<file path="config.mk">
export PLATFORM = sky130hd
export DESIGN_NAME = lsb_ring
export DESIGN_NICKNAME = d
export VERILOG_FILES = /design/src/rtl/lsb_ring.sv
export SDC_FILE = /design/constraint.sdc
export NUM_CORES = 2
export LEC_CHECK = 0
export ABC_AREA = 1
export CELL_PAD_IN_SITES_DETAIL_PLACEMENT = 1
export CELL_PAD_IN_SITES_GLOBAL_PLACEMENT = 1
export CORE_MARGIN = 2
export CORE_UTILIZATION = 30
export DETAILED_ROUTE_END_ITERATION = 10
export HOLD_SLACK_MARGIN = 0.15
export PLACE_DENSITY_LB_ADDON = 0.1
export REMOVE_ABC_BUFFERS = 1
export SLEW_MARGIN = 5
export SYNTH_ARGS = -nofsm -noshare
export SYNTH_HDL_FRONTEND = slang
export SYNTH_SLANG_ARGS = --single-unit
</file>
<file path="constraint.sdc">
create_clock -name clk -period 16.2 [get_ports clk]
set_clock_uncertainty 0.15 [all_clocks]
set_input_delay 3.24 -clock clk [delete_from_list [all_inputs] [get_ports clk]]
set_output_delay 3.24 -clock clk [all_outputs]
set_load 0.02 [all_outputs]
</file>
<file path="src/rtl/lsb_ring.sv">
// Load/store buffer: circular queue of memory ops waiting on operands and (for
// stores) ROB commit, issuing in program order through one registered slot.
module lsb_ring #(
  parameter int DEPTH  = 16,
  parameter int ROB_W  = 4,
  parameter int DATA_W = 32,
  parameter int OP_W   = 6
) (
  input  logic                      clk,
  input  logic                      rst,
  input  logic                      rdy,
  input  logic                      flush,
  input  logic                      disp_valid,
  input  logic [OP_W-1:0]           disp_op,
  input  logic                      disp_is_store,
  input  logic [DATA_W-1:0]         disp_pc,
  input  logic [DATA_W-1:0]         disp_imm,
  input  logic [ROB_W-1:0]          disp_rob_id,
  input  logic                      disp_rs1_rdy,
  input  logic                      disp_rs2_rdy,
  input  logic [DATA_W-1:0]         disp_rs1_val,
  input  logic [DATA_W-1:0]         disp_rs2_val,
  input  logic [ROB_W-1:0]          disp_rs1_tag,
  input  logic [ROB_W-1:0]          disp_rs2_tag,
  output logic                      full,
  output logic [$clog2(DEPTH):0]    count,
  input  logic                      cdb_valid,
  input  logic [ROB_W-1:0]          cdb_tag,
  input  logic [DATA_W-1:0]         cdb_value,
  input  logic                      commit_valid,
  input  logic [ROB_W-1:0]          commit_rob_id,
  output logic                      exe_valid,
  input  logic                      exe_ready,
  output logic [OP_W-1:0]           exe_op,
  output logic                      exe_is_store,
  output logic [DATA_W-1:0]         exe_pc,
  output logic [DATA_W-1:0]         exe_rs1,
  output logic [DATA_W-1:0]         exe_rs2,
  output logic [DATA_W-1:0]         exe_imm,
  output logic [ROB_W-1:0]          exe_rob_id
);
  localparam int PW = $clog2(DEPTH);
  localparam int CW = PW + 1;

  logic [PW-1:0] head_reg, tail_reg;
  logic [CW-1:0] count_reg;

  logic [OP_W-1:0]   op_mem      [DEPTH];
  logic [DATA_W-1:0] pc_mem      [DEPTH];
  logic [DATA_W-1:0] imm_mem     [DEPTH];
  logic [ROB_W-1:0]  rob_mem     [DEPTH];
  logic [DATA_W-1:0] rs1_val_mem [DEPTH];
  logic [DATA_W-1:0] rs2_val_mem [DEPTH];
  logic [ROB_W-1:0]  rs1_tag_mem [DEPTH];
  logic [ROB_W-1:0]  rs2_tag_mem [DEPTH];
  logic [DEPTH-1:0]  is_store_reg, rs1_rdy_reg, rs2_rdy_reg, committed_reg;

  logic              exe_valid_reg, exe_is_store_reg;
  logic [OP_W-1:0]   exe_op_reg;
  logic [DATA_W-1:0] exe_pc_reg, exe_rs1_reg, exe_rs2_reg, exe_imm_reg;
  logic [ROB_W-1:0]  exe_rob_id_reg;

  logic [DEPTH-1:0] occ, rs1_hit, rs2_hit, commit_hit;

  // Per-entry occupancy and CAM matches against the CDB and commit port.
  for (genvar gi = 0; gi < DEPTH; gi++) begin : g_entry
    logic [PW-1:0] offset;
    assign offset         = PW'(gi) - head_reg;
    assign occ[gi]        = ({1'b0, offset} < count_reg);
    assign rs1_hit[gi]    = cdb_valid && occ[gi] && !rs1_rdy_reg[gi] && (rs1_tag_mem[gi] == cdb_tag);
    assign rs2_hit[gi]    = cdb_valid && occ[gi] && !rs2_rdy_reg[gi] && (rs2_tag_mem[gi] == cdb_tag);
    assign commit_hit[gi] = commit_valid && occ[gi] && is_store_reg[gi] && (rob_mem[gi] == commit_rob_id);
  end

  // Length of the run of committed stores starting at head; survives a flush.
  logic [CW-1:0] pref_len;
  logic [PW-1:0] pref_idx;
  logic          pref_stop;
  always_comb begin
    pref_len  = '0;
    pref_idx  = '0;
    pref_stop = 1'b0;
    for (int i = 0; i < DEPTH; i++) begin
      pref_idx = head_reg + PW'(i);
      if (!pref_stop && (CW'(i) < count_reg) && committed_reg[pref_idx])
        pref_len = pref_len + CW'(1);
      else
        pref_stop = 1'b1;
    end
  end

  logic head_ok, slot_free, do_pop, do_push;
  logic d_rs1_rdy, d_rs2_rdy;
  logic [DATA_W-1:0] d_rs1_val, d_rs2_val;

  assign full      = (count_reg == CW'(DEPTH));
  assign head_ok   = (count_reg != '0) && rs1_rdy_reg[head_reg] && rs2_rdy_reg[head_reg] &&
                     (!is_store_reg[head_reg] || committed_reg[head_reg]);
  assign slot_free = !exe_valid_reg || exe_ready;
  assign do_pop    = !flush && head_ok && slot_free;
  assign do_push   = !flush && disp_valid && !full;

  assign d_rs1_rdy = disp_rs1_rdy || (cdb_valid && (cdb_tag == disp_rs1_tag));
  assign d_rs2_rdy = disp_rs2_rdy || (cdb_valid && (cdb_tag == disp_rs2_tag));
  assign d_rs1_val = disp_rs1_rdy ? disp_rs1_val : cdb_value;
  assign d_rs2_val = disp_rs2_rdy ? disp_rs2_val : cdb_value;

  always_ff @(posedge clk) begin
    if (rst) begin
      head_reg      <= '0;
      tail_reg      <= '0;
      count_reg     <= '0;
      rs1_rdy_reg   <= '0;
      rs2_rdy_reg   <= '0;
      committed_reg <= '0;
      exe_valid_reg <= 1'b0;
    end else if (rdy) begin
      if (flush) begin
        tail_reg  <= head_reg + pref_len[PW-1:0];
        count_reg <= pref_len;
        // Only a committed store may survive in the slot, and not once taken.
        if (exe_valid_reg && (exe_ready || !exe_is_store_reg))
          exe_valid_reg <= 1'b0;
      end else begin
        for (int i = 0; i < DEPTH; i++) begin
          if (rs1_hit[i]) begin
            rs1_rdy_reg[i] <= 1'b1;
            rs1_val_mem[i] <= cdb_value;
          end
          if (rs2_hit[i]) begin
            rs2_rdy_reg[i] <= 1'b1;
            rs2_val_mem[i] <= cdb_value;
          end
          if (commit_hit[i])
            committed_reg[i] <= 1'b1;
        end

        if (do_push) begin
          op_mem[tail_reg]        <= disp_op;
          pc_mem[tail_reg]        <= disp_pc;
          imm_mem[tail_reg]       <= disp_imm;
          rob_mem[tail_reg]       <= disp_rob_id;
          is_store_reg[tail_reg]  <= disp_is_store;
          rs1_rdy_reg[tail_reg]   <= d_rs1_rdy;
          rs2_rdy_reg[tail_reg]   <= d_rs2_rdy;
          rs1_val_mem[tail_reg]   <= d_rs1_val;
          rs2_val_mem[tail_reg]   <= d_rs2_val;
          rs1_tag_mem[tail_reg]   <= disp_rs1_tag;
          rs2_tag_mem[tail_reg]   <= disp_rs2_tag;
          committed_reg[tail_reg] <= 1'b0;
          tail_reg                <= tail_reg + PW'(1);
        end

        if (do_pop) begin
          head_reg         <= head_reg + PW'(1);
          exe_valid_reg    <= 1'b1;
          exe_op_reg       <= op_mem[head_reg];
          exe_is_store_reg <= is_store_reg[head_reg];
          exe_pc_reg       <= pc_mem[head_reg];
          exe_imm_reg      <= imm_mem[head_reg];
          exe_rs1_reg      <= rs1_val_mem[head_reg];
          exe_rs2_reg      <= rs2_val_mem[head_reg];
          exe_rob_id_reg   <= rob_mem[head_reg];
        end else if (exe_ready) begin
          exe_valid_reg <= 1'b0;
        end

        if (do_push && !do_pop)
          count_reg <= count_reg + CW'(1);
        else if (!do_push && do_pop)
          count_reg <= count_reg - CW'(1);
      end
    end
  end

  assign count        = count_reg;
  assign exe_valid    = exe_valid_reg;
  assign exe_op       = exe_op_reg;
  assign exe_is_store = exe_is_store_reg;
  assign exe_pc       = exe_pc_reg;
  assign exe_rs1      = exe_rs1_reg;
  assign exe_rs2      = exe_rs2_reg;
  assign exe_imm      = exe_imm_reg;
  assign exe_rob_id   = exe_rob_id_reg;
endmodule

</file>
## After elaboration in Yosys (flattened, before gate mapping)

Memory sizes are Yosys's and may differ from the RTL's. A register that Yosys moved wholly into a read port is not among the register bits.
Cells that the tools add are included.

- Flip-flop bits (word level): 79
- Bits in writable memories: 2,336
- Bits of input ports: 197
- Word-level logic and storage cells: 859
- Memories kept: 8

Memory list:

| name | depth | bits a word | rd ports | clocked after Yosys merged registers in | wr ports | RTL line | text |
|---|---|---|---|---|---|---|---|
| imm_mem | 16 | 32 | 1 | 1 | 1 | 50 | `logic [DATA_W-1:0] imm_mem [DEPTH];` |
| pc_mem | 16 | 32 | 1 | 1 | 1 | 49 | `logic [DATA_W-1:0] pc_mem [DEPTH];` |
| rs1_val_mem | 16 | 32 | 1 | 1 | 17 | 52 | `logic [DATA_W-1:0] rs1_val_mem [DEPTH];` |
| rs2_val_mem | 16 | 32 | 1 | 1 | 17 | 53 | `logic [DATA_W-1:0] rs2_val_mem [DEPTH];` |
| op_mem | 16 | 6 | 1 | 1 | 1 | 48 | `logic [OP_W-1:0] op_mem [DEPTH];` |
| rob_mem | 16 | 4 | 17 | 1 | 1 | 51 | `logic [ROB_W-1:0] rob_mem [DEPTH];` |
| +2 memories | n/a | n/a | n/a | n/a | n/a | n/a |  |

- Add/subtract/negate cells: 50
- Magnitude comparators: 50
- Eq/ne operators: 52
- Muxes and demuxes: 445
- Bitwise gates (word level): 4
- Reductions and logical operators: 241

Operator list:

| kind | count |
|---|---|
| 1-bit 2-to-1 mux | 397 |
| 4-bit equality test | 50 |
| 1-bit logical AND | 172 |
| 4-bit by 5-bit less-than comparator with 1-bit output, second input constant | 17 |
| 5-bit 2-to-1 mux | 17 |
| 4-bit by 5-bit less-than comparator with 1-bit output | 16 |
| 1-bit binary-select mux with 4-bit select | 19 |
| 5-bit by 1-bit adder with 5-bit output, second input constant | 15 |
| 32-bit 2-to-1 mux | 2 |
| 1-bit logical NOT | 53 |
| 16-bit bitwise mux | 3 |
| 16-bit 2-to-1 mux | 3 |
| 4-bit by 5-bit less-than comparator with 1-bit output, first input constant | 8 |
| 4-bit adder, second input constant | 8 |
| 4-bit subtractor, first input constant | 8 |
| 3-bit by 5-bit less-than comparator with 1-bit output, first input constant | 4 |
| 4-bit by 3-bit adder with 4-bit output, second input constant | 4 |
| 16-bit bitwise AND | 1 |
| 16-bit NOT | 1 |
| 3-bit by 4-bit subtractor with 4-bit output, first input constant | 4 |
| 1-bit by 5-bit less-than comparator with 1-bit output, first input constant | 2 |
| 2-bit by 5-bit less-than comparator with 1-bit output, first input constant | 2 |
| 4-bit by 1-bit adder with 4-bit output, second input constant | 2 |
| 4-bit by 2-bit adder with 4-bit output, second input constant | 2 |
| other kinds (19) | 32 |

## Depth between registers and ports, before layout

- Word-level depth: 64
- Mapped depth: 81

## Least setup slack after synthesis

No wires, ideal clock.

- Kind: register to register
- Start point: register head_reg[1]
- End point: register tail_reg[2]
- Setup time: 0.095 ns
- Data arrival time: 11.158 ns
- Setup slack: 4.797 ns
- Stages on the path, launching flop included: 77
- Period minus slack after synthesis: 11.403 ns
- Cells stage by stage: dfxtp_1 buf_4 inv_2 buf_4 clkbuf_1 clkbuf_1 clkbuf_1 clkbuf_1 ha_1 buf_4 inv_2 nand3_1 nand2_1 nor2_1 a31oi_1 nand2_1 nand2_1 a221oi_1 [... 41 more ...] ha_1 or2_0 nand2_1 inv_1 ha_1 nand2_1 o21ai_0 nand3_1 nand2_1 inv_1 ha_1 nor4_1 nor2_1 fa_1 xnor2_1 nand2_1 o31ai_1 a221oi_1

- Word-level cells in the longest chain between the ends: 64
- Elaborated cells between the ends (all ways): 140
- Those cells by class: add/sub (31); mux (64); reduce/logical (45)

RTL lines:

| item | RTL line | text |
|---|---|---|
| from (decl) | 45 | `logic [PW-1:0] head_reg, tail_reg;` |
| from (signal assigned) | 155 | `head_reg <= head_reg + PW'(1);` |
| parallel branches: the longest is 62 deep, another holds 5-bit by 1-bit adder with 5-bit output | n/a |  |
| 4-bit adder * | 119 | `tail_reg <= head_reg + pref_len[PW-1:0];` |
| 4-bit 2-to-1 mux * | 118 | `if (flush) begin` |
| to (signal assigned) | 119 |  |
| to (signal assigned) | 151 | `tail_reg <= tail_reg + PW'(1);` |
| to (decl) | 45 |  |

Every way passes the cells marked *. The select of a mux whose other input is x is not followed.
A chain may end at the register's enable or synchronous reset.

## Worst setup path in the final report

- Start point: register head_reg[0]
- End point: register tail_reg[3]

Same word-level chain as after synthesis.

==> impl_metrics.json <==
{
  "worstSetupEndpointType": "flop",
  "start_kind": "flop",
  "reg2reg_setup_slack_ns": 4.04,
  "core.rowCount": 224,
  "power.density_nw_per_um2": 111,
  "report.power.total_mw": 14.4,
  "synth-edff-count": 2491,
  "worstHoldEndpoint": "rs2_rdy_reg[12]",
  "post_synth_inst_count": 10100,
  "avgSynthCellArea_um2": 11.1,
  "grt_pass1_vias": 85100,
  "synth_largest_area_cell": "edfxtp_1",
  "worst_hold_startpoint": "rs2_rdy_reg[12]",
  "hold_class": "reg -> reg",
  "yosys_most_used_dff": "edfxtp_1",
  "hpwlAfterDp_mm": 244,
  "cap_violations": 0,
  "count_of_hold_buffers_inserted_by_post_cts_repair": 0,
  "worstPathArrival_ns": 12.86,
  "cp_slowest_stage_delay_ns": 0.66,
  "finalCritPeriodShare_pct": 75.1,
  "crit_slowest_cell": "dfxtp_4",
  "via_count": 82500,
  "placement.io_buffers": 342,
  "areaGrowthSynthToFinish_pct": 16.4,
  "routed_via_density": 5.37,
  "remaining_drc_errors": 0,
  "yosysWarnings": 0,
  "slew_headroom_pct": 15.9,
  "worst_pin_slew_ns": 1.26,
  "final_period_minus_worst_setup_slack_ns": 12.16,
  "final_antenna_net_count": 0,
  "synth-seq-cells": 2553,
  "fin_nets": 10400,
  "synth-seq-area-share_pct": 68.1,
  "critical_path_required_ns": 16.90,
  "grt_start_max_net_pins": 226,
  "crit_top_cell": "nand2_1",
  "floorplan.io_pins": 343,
  "cts_num_sinks": 2553,
  "yosysTopAreaCellShare_pct": 67.0,
  "die-area_um2": 377000,
  "clk_pin_slew_worst_paths_ns": 0.06,
  "drt_first_iter_violations": 6646,
  "reg2regPathDepth": 71,
  "leakagePower_nw": 44.2,
  "die_h_um": 614,
  "max_freq_mhz": 82.2,
  "yosysUniqueCellTypes": 63,
  "drive_gt1_share_pct": 7.60,
  "ctsResizeCount": 0,
  "number_of_filler_instances_in_the_final_layout": 40100,
  "final-max-slew-violation-count": 0,
  "worstPathMaxFanout": 89,
  "clock-root-buffer": "clkbuf_16",
  "vdd.ir_drop.worst_mv": 0.0864,
  "synth_top_cells_by_area": "edfxtp_1 67%, o21ai_0 10%, nand2_1 4.9%",
  "mostFrequentLayoutCell": "edfxtp_1",
  "run_status": "finished clean",
  "min_path_cells": 2,
  "insertion_delay_of_the_later_clocked_pin_in_the_worst_skew_pair_ns": 0.92,
  "wirelength_mm": 447,
  "globalRouteOverflowTotal": 0,
  "worst_r2r_startpoint": "head_reg[0]",
  "syn-cell-area_um2": 112000,
  "tritoncts_buffer_count": 308,
  "rr_endpoint": "tail_reg[3]",
  "crit_path_start": "head_reg[0]",
  "initial_antenna_violation_count": 43,
  "global_route.usage.total_pct": 23.2,
  "cts.repair_timing.setup_buffer_count": 0,
  "post_detailed_route_wirelength_per_cell_um": 29.1,
  "grt_setup_unrepaired": "false",
  "ys_async_sr_fraction_pct": 0,
  "core_um2": 371000,
  "first_pass_drt_iterations": 5,
  "setup_viol_count_final": 0,
  "h-tree-depth": 5,
  "cts_max_path_buffers": 4,
  "floorplan.initialDensity_pct": 30.1,
  "final_cell_mix": "2491 x edfxtp_1, 2235 x o21ai_0, 1457 x nand2_1, 1247 x nor2_1, 583 x o22ai_1",
  "hold_violations": 0,
  "worstSetupPathType": "reg -> reg",
  "globalplace.congestion": 0.850,
  "finalSetupTns_ns": 0,
  "die_width_um": 614,
  "tritoncts": "yes",
  "wire_length_of_the_first_global_routing_pass_mm": 632
}
## critical path, delay by kind of cell, from the launching register on
kind,cells,cell delay (ns)
adders and majority gates,15,4.57
buffers and inverters,15,1.34
DFF,1,0.66
and+or+nand+nor,34,4.19
xor gates and xnor gates,1,0.19
AOI/OAI and AO/OA,6,0.93
## stage by stage
stage	hold WS [ns]	setup slack (ns)	area (µm²)	utilization [%]	instances
2_1_floorplan	0.299	-32.08	109000	-	9267
3_3_place_gp	0.331	4.02	121000	32.5	14800
3_5_place_dp	0.336	4.02	121000	32.5	14800
4_1_cts	0.348	3.98	130000	35.0	15300
5_1_grt	0.371	2.99	130000	35.0	15300
6_report	0.355	4.04	130000	35.0	15400
## where the power goes
part           total, mW  internal [mW]  switching [mW]
logic              0.533          0.146           0.387
registers           7.27           7.27         0.00846
clock network       6.62           3.79            2.84
total               14.4           11.2            3.23
## routing by layer
layer / up-vias / share of wire, % / GRT usage (%)
met5: - / 0.043 / 0
met3: 693 / 4.6 / 2.86
met1: 42900 / 43 / 30.2
met2: 2083 / 49 / 39.7
met4: 30 / 3.5 / 7.69
li1: 36800 / - / -
## area by class of cell
class	count	area (µm²)	share of cell area (%)
antenna	20	50.0	0.0385
inverter	260	1090	0.838
clock buffer	398	8390	6.46
clock inverter	146	990	0.761
tap	4972	6220	4.78
multi-input combinational	6454	32100	24.7
sequential	2553	76100	58.5
timing repair buffer	555	5120	3.94
## cells in the mapped netlist, types with 3 or more instances
cell	instances
nor2_4	3
o21bai_1	5
buf_2	5
buf_6	3
nand3b_1	8
dfxtp_1	62
nand2_2	26
nor2_1	1255
nand3_1	174
ha_1	60
nor4_1	17
mux2i_1	64
a211oi_1	5
a31oi_1	37
o211ai_1	7
o22ai_1	583
edfxtp_1	2491
clkbuf_1	692
a41oi_1	3
and3_1	3
nand2_1	1470
o21a_1	3
o2111ai_1	3
inv_2	14
buf_4	7
buf_1	93
o21ai_0	2265
a21oi_1	116
nand3_2	10
inv_1	236
nand4_1	147
nand2_4	3
xor2_1	92
a221oi_1	4
a2111oi_0	29
clkinv_1	7
or2_2	7
nor3_1	15
xnor2_1	11
## worst max-delay path by stage
stage / to / slack, ns / cells after the start
after floorplan: tail_reg[2] / -32.08 / 69
after global routing: tail_reg[3] / 2.99 / 71
final: tail_reg[3] / 4.04 / 71
after global placement: tail_reg[3] / 4.02 / 71
after detailed placement: tail_reg[3] / 4.02 / 71
after CTS: tail_reg[3] / 3.98 / 71
## kinds of logic (layout without fill, tap and decap cells)
group                    count (synthesis)  count (layout)  share of synthesized area (%)
AO/OA/AOI/OAI                         3073            3073                           14.7
XOR/XNOR                               103             103                          0.808
adder cells (fa/ha/maj)                 61              61                          0.690
buffers and inverters                 1062            1359                           3.64
flip-flops                            2553            2553                           68.1
multiplexers                            64              64                          0.574
other                                    0              20                              0
AND/OR/NAND/NOR                       3153            3153                           11.5
Note: power is estimated with default switching activity, not from simulation.
